==> src/rtl/ddr2_interface_local_port_arbiter_if.sv <==
// rtl/ddr2_interface_local_port_arbiter_if.sv - local-port and controller-side bus bundle for the port arbiter
interface ddr2_interface_local_port_arbiter_if #(
  parameter int NUM_PORTS = 2,
  parameter int ADDR_W    = 25,
  parameter int DATA_W    = 32,
  parameter int BE_W      = 4,
  parameter int SIZE_W    = 3
);
  // user-side per-port command bus
  logic [NUM_PORTS*ADDR_W-1:0] port_address;
  logic [NUM_PORTS-1:0]        port_read_req;
  logic [NUM_PORTS-1:0]        port_write_req;
  logic [NUM_PORTS-1:0]        port_burstbegin;
  logic [NUM_PORTS*SIZE_W-1:0] port_size;
  logic [NUM_PORTS*DATA_W-1:0] port_wdata;
  logic [NUM_PORTS*BE_W-1:0]   port_be;
  logic [NUM_PORTS-1:0]        port_ready;
  logic [DATA_W-1:0]           port_rdata;
  logic [NUM_PORTS-1:0]        port_rdata_valid;

  // controller-side single local port
  logic [ADDR_W-1:0]           local_address;
  logic                        local_read_req;
  logic                        local_write_req;
  logic                        local_burstbegin;
  logic [SIZE_W-1:0]           local_size;
  logic [DATA_W-1:0]           local_wdata;
  logic [BE_W-1:0]             local_be;
  logic                        local_ready;
  logic [DATA_W-1:0]           local_rdata;
  logic                        local_rdata_valid;

  // arbiter view
  modport slave (
    input  port_address, port_read_req, port_write_req, port_burstbegin, port_size,
           port_wdata, port_be, local_ready, local_rdata, local_rdata_valid,
    output port_ready, port_rdata, port_rdata_valid, local_address, local_read_req,
           local_write_req, local_burstbegin, local_size, local_wdata, local_be
  );

  // user logic plus controller view
  modport master (
    output port_address, port_read_req, port_write_req, port_burstbegin, port_size,
           port_wdata, port_be, local_ready, local_rdata, local_rdata_valid,
    input  port_ready, port_rdata, port_rdata_valid, local_address, local_read_req,
           local_write_req, local_burstbegin, local_size, local_wdata, local_be
  );
endinterface

==> src/rtl/ddr2_interface_local_port_arbiter.sv <==
// rtl/ddr2_interface_local_port_arbiter.sv - round-robin N-port arbiter with write-burst lock and in-order read tag FIFO
module ddr2_interface_local_port_arbiter #(
  parameter int NUM_PORTS = 2,
  parameter int ADDR_W    = 25,
  parameter int DATA_W    = 32,
  parameter int BE_W      = 4,
  parameter int SIZE_W    = 3,
  parameter int TAG_DEPTH = 16
) (
  input  logic phy_clk,
  input  logic reset_phy_clk_n,
  ddr2_interface_local_port_arbiter_if.slave bus,
  output logic tag_full,
  output logic err_size,
  output logic err_orphan
);
  localparam int GW = $clog2(NUM_PORTS);
  localparam int PW = $clog2(TAG_DEPTH);
  localparam int CW = PW + 1;
  localparam int TW = GW + SIZE_W;

  typedef enum logic [1:0] {IDLE, GRANT, WBURST} state_t;

  state_t            state, state_nxt;
  logic [GW-1:0]     grant, grant_nxt, last_grant, last_grant_nxt;
  logic [SIZE_W-1:0] beat_cnt, beat_cnt_nxt;
  logic [SIZE_W-1:0] g_size, g_eff_size;
  logic              g_rd, g_wr, push, pop, size_err_set;

  logic [TW-1:0]     tag_mem [TAG_DEPTH];
  logic [PW-1:0]     wr_ptr, rd_ptr;
  logic [CW-1:0]     count, count_nxt;
  logic [SIZE_W-1:0] rcnt, rcnt_nxt;
  logic [TW-1:0]     head;
  logic [GW-1:0]     head_p;
  logic [SIZE_W-1:0] head_n;

  assign g_rd       = bus.port_read_req[grant];
  assign g_wr       = bus.port_write_req[grant];
  assign g_size     = bus.port_size[int'(grant)*SIZE_W +: SIZE_W];
  assign g_eff_size = (g_size == '0) ? SIZE_W'(1) : g_size;
  assign head       = tag_mem[rd_ptr];
  assign head_p     = head[TW-1:SIZE_W];
  assign head_n     = head[SIZE_W-1:0];

  // Arbitration state register
  always_ff @(posedge phy_clk or negedge reset_phy_clk_n) begin
    if (!reset_phy_clk_n) begin
      state      <= IDLE;
      grant      <= '0;
      last_grant <= GW'(NUM_PORTS - 1);
      beat_cnt   <= '0;
    end else begin
      state      <= state_nxt;
      grant      <= grant_nxt;
      last_grant <= last_grant_nxt;
      beat_cnt   <= beat_cnt_nxt;
    end
  end

  // Next-state, round-robin pick and command mux toward the controller
  always_comb begin
    int   idx;
    logic found;
    idx              = 0;
    found            = 1'b0;
    state_nxt        = state;
    grant_nxt        = grant;
    last_grant_nxt   = last_grant;
    beat_cnt_nxt     = beat_cnt;
    push             = 1'b0;
    size_err_set     = 1'b0;
    bus.port_ready       = '0;
    bus.local_address    = '0;
    bus.local_read_req   = 1'b0;
    bus.local_write_req  = 1'b0;
    bus.local_burstbegin = 1'b0;
    bus.local_size       = '0;
    bus.local_wdata      = '0;
    bus.local_be         = '0;
    if (state != IDLE) begin
      bus.local_address = bus.port_address[int'(grant)*ADDR_W +: ADDR_W];
      bus.local_size    = g_size;
      bus.local_wdata   = bus.port_wdata[int'(grant)*DATA_W +: DATA_W];
      bus.local_be      = bus.port_be[int'(grant)*BE_W +: BE_W];
    end
    case (state)
      IDLE: begin
        for (int k = 1; k <= NUM_PORTS; k++) begin
          idx = (int'(last_grant) + k) % NUM_PORTS;
          if (!found && (bus.port_read_req[idx] || bus.port_write_req[idx])) begin
            found     = 1'b1;
            grant_nxt = GW'(idx);
          end
        end
        if (found) state_nxt = GRANT;
      end
      GRANT: begin
        // write wins over a simultaneous read; reads are held off while tags are full
        bus.local_write_req   = g_wr;
        bus.local_read_req    = g_rd && !g_wr && !tag_full;
        bus.local_burstbegin  = bus.port_burstbegin[grant];
        bus.port_ready[grant] = bus.local_ready && !(g_rd && !g_wr && tag_full);
        if (bus.local_ready && g_wr) begin
          size_err_set = (g_size == '0);
          if (g_eff_size == SIZE_W'(1)) begin
            last_grant_nxt = grant;
            state_nxt      = IDLE;
          end else begin
            beat_cnt_nxt = g_eff_size - SIZE_W'(1);
            state_nxt    = WBURST;
          end
        end else if (bus.local_ready && g_rd && !tag_full) begin
          push           = 1'b1;
          size_err_set   = (g_size == '0);
          last_grant_nxt = grant;
          state_nxt      = IDLE;
        end else if (!g_rd && !g_wr) begin
          state_nxt = IDLE;
        end
      end
      WBURST: begin
        bus.local_write_req   = g_wr;
        bus.port_ready[grant] = bus.local_ready;
        if (bus.local_ready && g_wr) begin
          if (beat_cnt == SIZE_W'(1)) begin
            last_grant_nxt = grant;
            state_nxt      = IDLE;
          end else begin
            beat_cnt_nxt = beat_cnt - SIZE_W'(1);
          end
        end
      end
      default: state_nxt = IDLE;
    endcase
  end

  // Read return routing: head tag selects the destination port, counting beats
  always_comb begin
    bus.port_rdata       = bus.local_rdata;
    bus.port_rdata_valid = '0;
    pop                  = 1'b0;
    rcnt_nxt             = rcnt;
    if (bus.local_rdata_valid && count != '0) begin
      bus.port_rdata_valid[head_p] = 1'b1;
      if (rcnt + SIZE_W'(1) == head_n) begin
        pop      = 1'b1;
        rcnt_nxt = '0;
      end else begin
        rcnt_nxt = rcnt + SIZE_W'(1);
      end
    end
  end

  // Occupancy after this cycle's push/pop; simultaneous push and pop cancel
  always_comb begin
    count_nxt = count;
    if (push && !pop) count_nxt = count + CW'(1);
    else if (!push && pop) count_nxt = count - CW'(1);
  end

  // Tag storage carries no reset; validity is tracked by pointers and count
  always_ff @(posedge phy_clk) begin
    if (push) tag_mem[wr_ptr] <= {grant, g_eff_size};
  end

  // Tag FIFO pointers, occupancy, return counter and registered full flag
  always_ff @(posedge phy_clk or negedge reset_phy_clk_n) begin
    if (!reset_phy_clk_n) begin
      wr_ptr   <= '0;
      rd_ptr   <= '0;
      count    <= '0;
      rcnt     <= '0;
      tag_full <= 1'b0;
    end else begin
      if (push) wr_ptr <= wr_ptr + PW'(1);
      if (pop)  rd_ptr <= rd_ptr + PW'(1);
      count    <= count_nxt;
      rcnt     <= rcnt_nxt;
      tag_full <= (count_nxt == CW'(TAG_DEPTH));
    end
  end

  // Sticky error flags
  always_ff @(posedge phy_clk or negedge reset_phy_clk_n) begin
    if (!reset_phy_clk_n) begin
      err_size   <= 1'b0;
      err_orphan <= 1'b0;
    end else begin
      if (size_err_set) err_size <= 1'b1;
      if (bus.local_rdata_valid && count == '0) err_orphan <= 1'b1;
    end
  end
endmodule

==> src/flat_wrapper.sv <==
// flat-port wrapper written by rule: the top's interface ports become plain ports
module ddr2_interface_local_port_arbiter_flat 
#(
  parameter int NUM_PORTS = 2,
  parameter int ADDR_W    = 25,
  parameter int DATA_W    = 32,
  parameter int BE_W      = 4,
  parameter int SIZE_W    = 3,
  parameter int TAG_DEPTH = 16
)
  (phy_clk, reset_phy_clk_n, tag_full, err_size, err_orphan, bus_port_address, bus_port_read_req, bus_port_write_req, bus_port_burstbegin, bus_port_size, bus_port_wdata, bus_port_be, bus_local_ready, bus_local_rdata, bus_local_rdata_valid, bus_port_ready, bus_port_rdata, bus_port_rdata_valid, bus_local_address, bus_local_read_req, bus_local_write_req, bus_local_burstbegin, bus_local_size, bus_local_wdata, bus_local_be);
  ddr2_interface_local_port_arbiter_if #(.NUM_PORTS(NUM_PORTS), .ADDR_W(ADDR_W), .DATA_W(DATA_W), .BE_W(BE_W), .SIZE_W(SIZE_W)) bus_i ();
  input  logic phy_clk;
  input  logic reset_phy_clk_n;
  output logic tag_full;
  output logic err_size;
  output logic err_orphan;
  input wire logic [$bits(bus_i.port_address)-1:0] bus_port_address;
  input wire logic [$bits(bus_i.port_read_req)-1:0] bus_port_read_req;
  input wire logic [$bits(bus_i.port_write_req)-1:0] bus_port_write_req;
  input wire logic [$bits(bus_i.port_burstbegin)-1:0] bus_port_burstbegin;
  input wire logic [$bits(bus_i.port_size)-1:0] bus_port_size;
  input wire logic [$bits(bus_i.port_wdata)-1:0] bus_port_wdata;
  input wire logic [$bits(bus_i.port_be)-1:0] bus_port_be;
  input wire logic [$bits(bus_i.local_ready)-1:0] bus_local_ready;
  input wire logic [$bits(bus_i.local_rdata)-1:0] bus_local_rdata;
  input wire logic [$bits(bus_i.local_rdata_valid)-1:0] bus_local_rdata_valid;
  output wire logic [$bits(bus_i.port_ready)-1:0] bus_port_ready;
  output wire logic [$bits(bus_i.port_rdata)-1:0] bus_port_rdata;
  output wire logic [$bits(bus_i.port_rdata_valid)-1:0] bus_port_rdata_valid;
  output wire logic [$bits(bus_i.local_address)-1:0] bus_local_address;
  output wire logic [$bits(bus_i.local_read_req)-1:0] bus_local_read_req;
  output wire logic [$bits(bus_i.local_write_req)-1:0] bus_local_write_req;
  output wire logic [$bits(bus_i.local_burstbegin)-1:0] bus_local_burstbegin;
  output wire logic [$bits(bus_i.local_size)-1:0] bus_local_size;
  output wire logic [$bits(bus_i.local_wdata)-1:0] bus_local_wdata;
  output wire logic [$bits(bus_i.local_be)-1:0] bus_local_be;
  assign bus_i.port_address = bus_port_address;
  assign bus_i.port_read_req = bus_port_read_req;
  assign bus_i.port_write_req = bus_port_write_req;
  assign bus_i.port_burstbegin = bus_port_burstbegin;
  assign bus_i.port_size = bus_port_size;
  assign bus_i.port_wdata = bus_port_wdata;
  assign bus_i.port_be = bus_port_be;
  assign bus_i.local_ready = bus_local_ready;
  assign bus_i.local_rdata = bus_local_rdata;
  assign bus_i.local_rdata_valid = bus_local_rdata_valid;
  assign bus_port_ready = bus_i.port_ready;
  assign bus_port_rdata = bus_i.port_rdata;
  assign bus_port_rdata_valid = bus_i.port_rdata_valid;
  assign bus_local_address = bus_i.local_address;
  assign bus_local_read_req = bus_i.local_read_req;
  assign bus_local_write_req = bus_i.local_write_req;
  assign bus_local_burstbegin = bus_i.local_burstbegin;
  assign bus_local_size = bus_i.local_size;
  assign bus_local_wdata = bus_i.local_wdata;
  assign bus_local_be = bus_i.local_be;
  ddr2_interface_local_port_arbiter #(.NUM_PORTS(NUM_PORTS), .ADDR_W(ADDR_W), .DATA_W(DATA_W), .BE_W(BE_W), .SIZE_W(SIZE_W), .TAG_DEPTH(TAG_DEPTH)) u_core (.phy_clk(phy_clk), .reset_phy_clk_n(reset_phy_clk_n), .bus(bus_i), .tag_full(tag_full), .err_size(err_size), .err_orphan(err_orphan));
endmodule
==> config.mk <==
export PLATFORM = sky130hd
export DESIGN_NAME = ddr2_interface_local_port_arbiter_flat
export DESIGN_NICKNAME = d
export VERILOG_FILES = /design/src/rtl/ddr2_interface_local_port_arbiter_if.sv /design/src/rtl/ddr2_interface_local_port_arbiter.sv /design/src/flat_wrapper.sv
export SDC_FILE = /design/constraint.sdc
export NUM_CORES = 1
export LEC_CHECK = 0
export CORE_AREA = 2 2 91 180
export CTS_CLUSTER_SIZE = 16
export DETAILED_ROUTE_END_ITERATION = 10
export DIE_AREA = 0 0 93 182
export GPL_ROUTABILITY_DRIVEN = 0
export GPL_TIMING_DRIVEN = 0
export PLACE_DENSITY = 0.7
export SLEW_MARGIN = 15
export SYNTH_ARGS = -nofsm -noshare
export SYNTH_HDL_FRONTEND = slang
export SYNTH_SLANG_ARGS = --single-unit
==> constraint.sdc <==
create_clock -name phy_clk -period 6 [get_ports phy_clk]
set_input_delay 0.6 -clock phy_clk [delete_from_list [all_inputs] [get_ports phy_clk]]
set_output_delay 0.6 -clock phy_clk [all_outputs]
set_load 0.01 [all_outputs]
==> impl_metrics.tcl, run 1 <==
set metrics [dict create \
    drc 0 \
    drt-pass1-iter-count 4 \
    grt_pass1_vias 4654 \
    drive_gt1_frac 0.103 \
    whs_ns 0.264 \
    setup.worst_path.class "reg2out" \
    synth_top_family_by_area "multiplexers" \
    dp_slack_ns 2.19 \
    arrival_ns 3.55 \
    async_reset_ff_frac 0.289 \
    cts_tree "done" \
    cpLargestDelayFamily "buffers and inverters" \
    critPathMostFrequentCell "clkbuf_1" \
    finalClockSkew_ns 0.00869 \
    yosys.area_share.simple 0.146 \
    r2r_start "u_core.grant" \
    grt_overflow 0 \
    vias 4598 \
    ys_types 46 \
    period_share 0.692 \
    clockRootBuffer "clkbuf_16" \
    holdCritPathClass "in2async" \
    fmaxAchievable_mhz 241 \
    worst_slew_margin_rel 0.509 \
    syn_area_mm2 0.00549 \
    p_comb_frac 0.595 \
    ys_seq_elements 90 \
    syn_avg_cell_area_um2 11.2 \
    ys_seq_area_frac 0.469 \
    clkLatencyLatePin_ns 0.35 \
    end_kind "primary output" \
    yosysWarnings 0 \
    hold_violations 0 \
    fillers 1406 \
    ios 276 \
    swShare 0.393 \
    portBuffers 243 \
    dieArea_mm2 0.0169 \
    drt_iter0_drc 181 \
    worstRegToRegCells 11 \
    period_minus_slack_ns 4.15 \
    setup_viol 0 \
    start_kind "register" \
    power_density_mw_per_mm2 425 \
    grt_usage 0.187 \
    clkTransAtPathRegs_ns 0.07 \
    post_drt_wl_per_cell_um 17.0 \
    regToRegSetupSlack_ns 2.24 \
    cts.path.max_buffers 2 \
    finalWorstSetupSlack_ns 1.85 \
    max-vdd-ir-drop_mv 0.265 \
    path_buf_inv 4 \
    rsz0062_at_grt "no" \
    tns_ns 0 \
    critPathMaxStageDelay_ns 0.64 \
    synth-compound-area-share 0.0440 \
    pwr-share-clk 0.152 \
    h-tree-depth 3 \
    muxShareOfSynthArea 0.210 \
    max_cap_viol_count 0 \
    insertedDiodeCount 0 \
    start_util 0.352 \
    hpwl_mm 12.9 \
    die_y_um 182 \
    num_rows 65 \
    fp.coreArea_mm2 0.0156 \
    routed_via_density 4.84 \
    cp_max_fo 17 \
    grt_pass1_wl_mm 24.7 \
    synth-edff-count 64 \
    stdcell_count 950 \
    outcome "complete, no violations" \
    ant_nets 0 \
    cp_data_required_time_ns 5.40 \
    leakage_nw 3.38 \
    numCtsBuffers 9 \
    holdBufCountCts 0 \
    fin_nets 930 \
    r2r-end "u_core.beat_cnt[2]" \
    power.share.sequential 0.253 \
    cpMaxStageDelayCell "dfrtp_1" \
    crit_chain "clkbuf_1 > clkbuf_1 > buf_1 > mux2i_1 > nor2_1 > clkdlybuf4s50_1" \
    synth-xor-area-share 0.0207 \
    clock-sinks 90 \
    syn_inst 489 \
    syn_to_final_growth_pct 54.3 \
    internal_power_mw 2.18 \
    antenna_found_initial 0 \
    regArea_mm2 0.00257 \
    tightestPinTransition_ns 0.736 \
    finalMaxSlewViolations 0 \
    post_cts_buffers 0 \
    grt_max_degree 27 \
    place_inst 934 \
    power_switching_mw 1.42 \
    synth_nets 675 \
    ys.flop_type "edfxtp_1" \
    synthAdderAreaFrac 0.0365 \
    cts_resized 0 \
    multiInputGateArea_mm2 0.00251 \
    fp.dieW_um 93 \
    wl_mm 16.2 \
    finalPower_mw 3.60 \
]
## worst reg2reg max path, delay by kind of cell (launching register included)
kind	cells	cell delay, ns
adder cells (fa/ha/maj)	1	0.27
AND/OR/NAND/NOR	3	0.35
buffers and inverters	2	0.84
AO/OA/AOI/OAI	4	1.07
flip-flops	1	0.64
multiplexers	1	0.53
## worst max-delay path by stage
stage	start	endpoint	slack, ns	depth (start not counted)
2_1_floorplan	u_core.grant	u_core.beat_cnt[2]	2.67	10
3_3_place_gp	u_core.grant	u_core.beat_cnt[2]	1.39	11
3_5_place_dp	u_core.grant	bus_local_wdata[20]	2.19	6
4_1_cts	u_core.grant	bus_local_wdata[20]	1.81	6
5_1_grt	u_core.grant	bus_local_wdata[1]	1.59	6
6_report	u_core.grant	bus_local_wdata[20]	1.85	6
## cell usage after synthesis (2+ instances only)
cell | count | area [um^2]
a21oi_1 | 4 | 20.0
nor4b_1 | 2 | 17.5
nand2_1 | 22 | 82.6
and3_1 | 10 | 62.6
inv_1 | 17 | 63.8
ha_1 | 16 | 200
buf_4 | 32 | 240
buf_1 | 5 | 18.8
nand3_1 | 6 | 30.0
a22oi_1 | 4 | 30.0
dfrtp_1 | 25 | 626
buf_2 | 3 | 15.0
clkbuf_1 | 15 | 56.3
o21ai_0 | 15 | 75.1
nand2b_1 | 3 | 18.8
or3_1 | 2 | 12.5
nand4_1 | 3 | 18.8
mux2i_1 | 79 | 791
xor2_1 | 5 | 43.8
edfxtp_1 | 64 | 1920
and2_1 | 17 | 106
nor3_1 | 7 | 35.0
nor2_1 | 80 | 300
nor2b_1 | 7 | 43.8
mux2_2 | 2 | 22.5
nand3b_1 | 2 | 15.0
xnor2_1 | 8 | 70.1
mux4_2 | 15 | 338
o211ai_1 | 2 | 15.0
## cells by family after synthesis
group,after synthesis
xor+xnor,13
flops,90
compound gates,34
buf+inv,73
simple gates,167
fa+ha+maj,16
mux,96
## sequential cells by signal, summed over array words and instances, names as in the netlist
name and count:
u_core.beat_cnt 3, u_core.count 5, u_core.err_orphan 1, u_core.err_size 1, u_core.grant 1, u_core.last_grant 1
u_core.rcnt 3, u_core.rd_ptr 4, u_core.state 2, u_core.tag_full 1, u_core.tag_mem 64, u_core.wr_ptr 4
## layout make-up
cell class                 count  share of cell area
buffer                        56              0.0403
clock buffer                  11              0.0287
clock inverter                 5             0.00561
inverter                      17             0.00753
multi-input combinational    326               0.296
sequential                    90               0.304
tap                          201              0.0297
timing repair buffer         244               0.288
## cells in the final DEF, fill, tap and decap left out, types with 2 or more instances in the layout
master	n
clkdlybuf4s50_1	242
nor2_1	80
mux2i_1	79
edfxtp_1	64
buf_4	32
dfrtp_1	25
nand2_1	22
inv_1	17
and2_1	17
clkbuf_1	16
ha_1	16
mux4_2	15
o21ai_0	14
and3_1	10
clkbuf_16	9
xnor2_1	8
nor2b_1	7
nor3_1	7
nand3_1	6
buf_1	5
xor2_1	5
buf_2	4
a22oi_1	4
a21oi_1	4
nand2b_1	3
nand4_1	3
nand3b_1	2
buf_6	2
nor4b_1	2
or3_1	2
o211ai_1	2
mux2_2	2
inv_6	2
## power groups by stage
stage,registers (mW),clock network (mW),logic [mW]
after floorplan,0.896,0,1.26
after global placement,0.917,0,2.13
after detailed placement,0.924,0,2.16
after CTS,0.912,0.555,2.17
after global routing,0.929,0.580,2.34
final,0.912,0.548,2.14
## per-layer routing
layer,part of all wire,global-route usage,vias up
met5,0,0,-
met4,0.0054,0.0271,0
met3,0.091,0.0689,5
met2,0.51,0.322,200
met1,0.40,0.226,2178
li1,-,-,2215
## through the flow
step	instance area, um^2	util
floorplan	5490	-
global placement	8170	0.523
detailed placement	8180	0.524
CTS	8470	0.542
global route	8470	0.542
finish	8470	0.542
Note: power is estimated with default switching activity, not from simulation.
==> run 2, diff against run 1 <==
clock period = 3.9 ns   (was 6 ns; I/O delays follow)
==> run 2 against run 1 <==
Cell count stayed put. Largest cell class unchanged. Clock power is 54% higher. Worst setup slack worse by 1.6 ns.
==> impl_metrics.tcl, run 2 (same netlist as run 1, synthesis figures left out) <==
set metrics [dict create \
    numCtsBuffers 9 \
    wl_met1_mm 6.33 \
    clkTransAtPathRegs_ns 0.07 \
    grt_pass1_vias 4654 \
    fp.coreArea_mm2 0.0156 \
    clockRootBuffer "clkbuf_16" \
    start_util 0.352 \
    path_buf_inv 4 \
    grt_overflow 0 \
    fin_nets 930 \
    dr.max_layer_used "met4" \
    holdBufCountCts 0 \
    finalMaxSlewViolations 0 \
    dr_wl_met2_mm 8.26 \
    fp.dieW_um 93 \
    cts_tree "done" \
    crit_chain "clkbuf_1 > clkbuf_2 > clkbuf_1 > mux2i_1 > nor2_1 > clkdlybuf4s50_1" \
    start_kind "register" \
    final_cell_mix "clkdlybuf4s50_1 (242), nor2_1 (80), mux2i_1 (79), edfxtp_1 (64), buf_4 (32)" \
    drt_iter0_drc 185 \
    tns_ns 0 \
    num_rows 65 \
    final_common_cell "clkdlybuf4s50_1" \
    setup.worst_path.class "reg2out" \
    rsz0062_at_grt "no" \
    vias 4611 \
    insertedDiodeCount 0 \
    worst_slew_margin_rel 0.516 \
    period_share 0.932 \
    clkLatencyLatePin_ns 0.35 \
    drt-pass1-iter-count 4 \
    leakage_nw 3.39 \
    power.share.sequential 0.253 \
    cpMaxStageDelayCell "dfrtp_1" \
    reg.largest.list "u_core.tag_mem (64), u_core.count (5)" \
    pwr-share-clk 0.152 \
    grt_pass1_wl_mm 24.7 \
    grt_usage 0.187 \
    ios 276 \
    critPathMostFrequentCell "clkbuf_1" \
    p_comb_frac 0.595 \
    wl_mm 16.2 \
    dieArea_mm2 0.0169 \
    utilization 0.543 \
    portBuffers 243 \
    ant_nets 0 \
    hpwl_mm 12.9 \
    drive_gt1_frac 0.111 \
    setup_viol 0 \
    end_kind "primary output" \
    holdCritPathClass "in2async" \
    clock-sinks 90 \
    max_cap_viol_count 0 \
    arrival_ns 3.25 \
    cp_data_required_time_ns 3.51 \
    routed_via_density 4.85 \
    largest_reg_flops 64 \
    antenna_found_initial 0 \
    hold_violations 0 \
    swShare 0.394 \
    tightestPinTransition_ns 0.727 \
    cpLargestDelayFamily "buffers and inverters" \
    critPathMaxStageDelay_ns 0.63 \
    power_switching_mw 2.18 \
    cp_max_fo 17 \
    finalClockSkew_ns 0.00843 \
    internal_power_mw 3.36 \
    h-tree-depth 3 \
    die_y_um 182 \
    period_minus_slack_ns 3.64 \
    grt_max_degree 27 \
    max-vdd-ir-drop_mv 0.407 \
    fmaxAchievable_mhz 275 \
    cts.path.max_buffers 2 \
    wl_met3_mm 1.52 \
    post_drt_wl_per_cell_um 17.0 \
    syn_to_final_growth_pct 54.5 \
    outcome "complete, no violations" \
    power_density_mw_per_mm2 654 \
    drc 0 \
    dpl_cell_area_mm2 0.00818 \
    design_area_mm2 0.00848 \
    regMostFlops "u_core.tag_mem" \
]
-- run 2: cell count changes in the layout (fill, tap and decap cells not counted) --
cell	previous run	this run
clkbuf_2	0	4
buf_1	5	2
clkbuf_1	16	15
inv_1	17	16
inv_2	0	1
o21ai_1	1	0
o21ai_2	0	1
-- run 2: per-layer routing --
metal,GRT usage,vias up
met2,0.322,198
met5,0,-
met1,0.226,2190
li1,-,2218
met3,0.0689,5
met4,0.0271,0
-- run 2: timing repair --
item,4_1_cts,5_1_grt
gates resized for setup,1,5
hold endpoints to repair,0,0
setup buffers,0,0
endpoints found under the setup margin,20,11
-- run 2: power groups by stage --
stage          Combinational (mW)  Sequential, mW  Clock (mW)
2_1_floorplan                1.93            1.38           0
3_3_place_gp                 3.28            1.41           0
3_5_place_dp                 3.32            1.42           0
4_1_cts                      3.34            1.40       0.854
5_1_grt                      3.60            1.43       0.893
6_report                     3.30            1.40       0.845
-- run 2: path summary, 6_finish.rpt --
| kind | slack, ns | depth (start not counted) | end | from |
|---|---|---|---|---|
| max | 0.26 | 6 | bus_local_address[5] | u_core.grant |
| min | 0.05 | 1 | u_core.rcnt[2] | reset_phy_clk_n |
| max reg2reg | 0.35 | 11 | u_core.tag_full | u_core.rd_ptr[2] |
| min reg2reg | 0.46 | 1 | u_core.err_orphan | u_core.err_orphan |
| max in group asynchronous | 3.42 | 1 | u_core.beat_cnt[1] | reset_phy_clk_n |
| min in group phy_clk | 0.46 | 1 | u_core.err_orphan | u_core.err_orphan |
-- run 2: cell type report --
class / instances / area (um^2)
fillers: 1402 / 7140
flip-flops and latches: 90 / 2570
multi-input cells: 326 / 2510
repair buffers: 244 / 2440
plain buffers: 56 / 347
well taps: 201 / 251
clock buffers: 11 / 243
inverters: 17 / 63.8
clock inverters: 5 / 47.5
-- run 2: stage by stage --
step | total power, mW | hold WS (ns) | std cells | setup slack (ns)
detailed placement | 4.74 | 0.447 | 934 | 0.201
floorplan | 3.31 | 0.0944 | 489 | 0.573
global placement | 4.69 | 0.439 | 933 | -0.707
global route | 5.92 | 0.111 | 950 | 0.00178
CTS | 5.60 | 0.0855 | 950 | 0.162
finish | 5.55 | 0.0550 | 950 | 0.265
==> run 3, diff against run 2 <==
CAP_MARGIN = 20   (was not set)
==> results of run 3 <==
No change in the layout: final DEF, timing and power equal those of run 2.
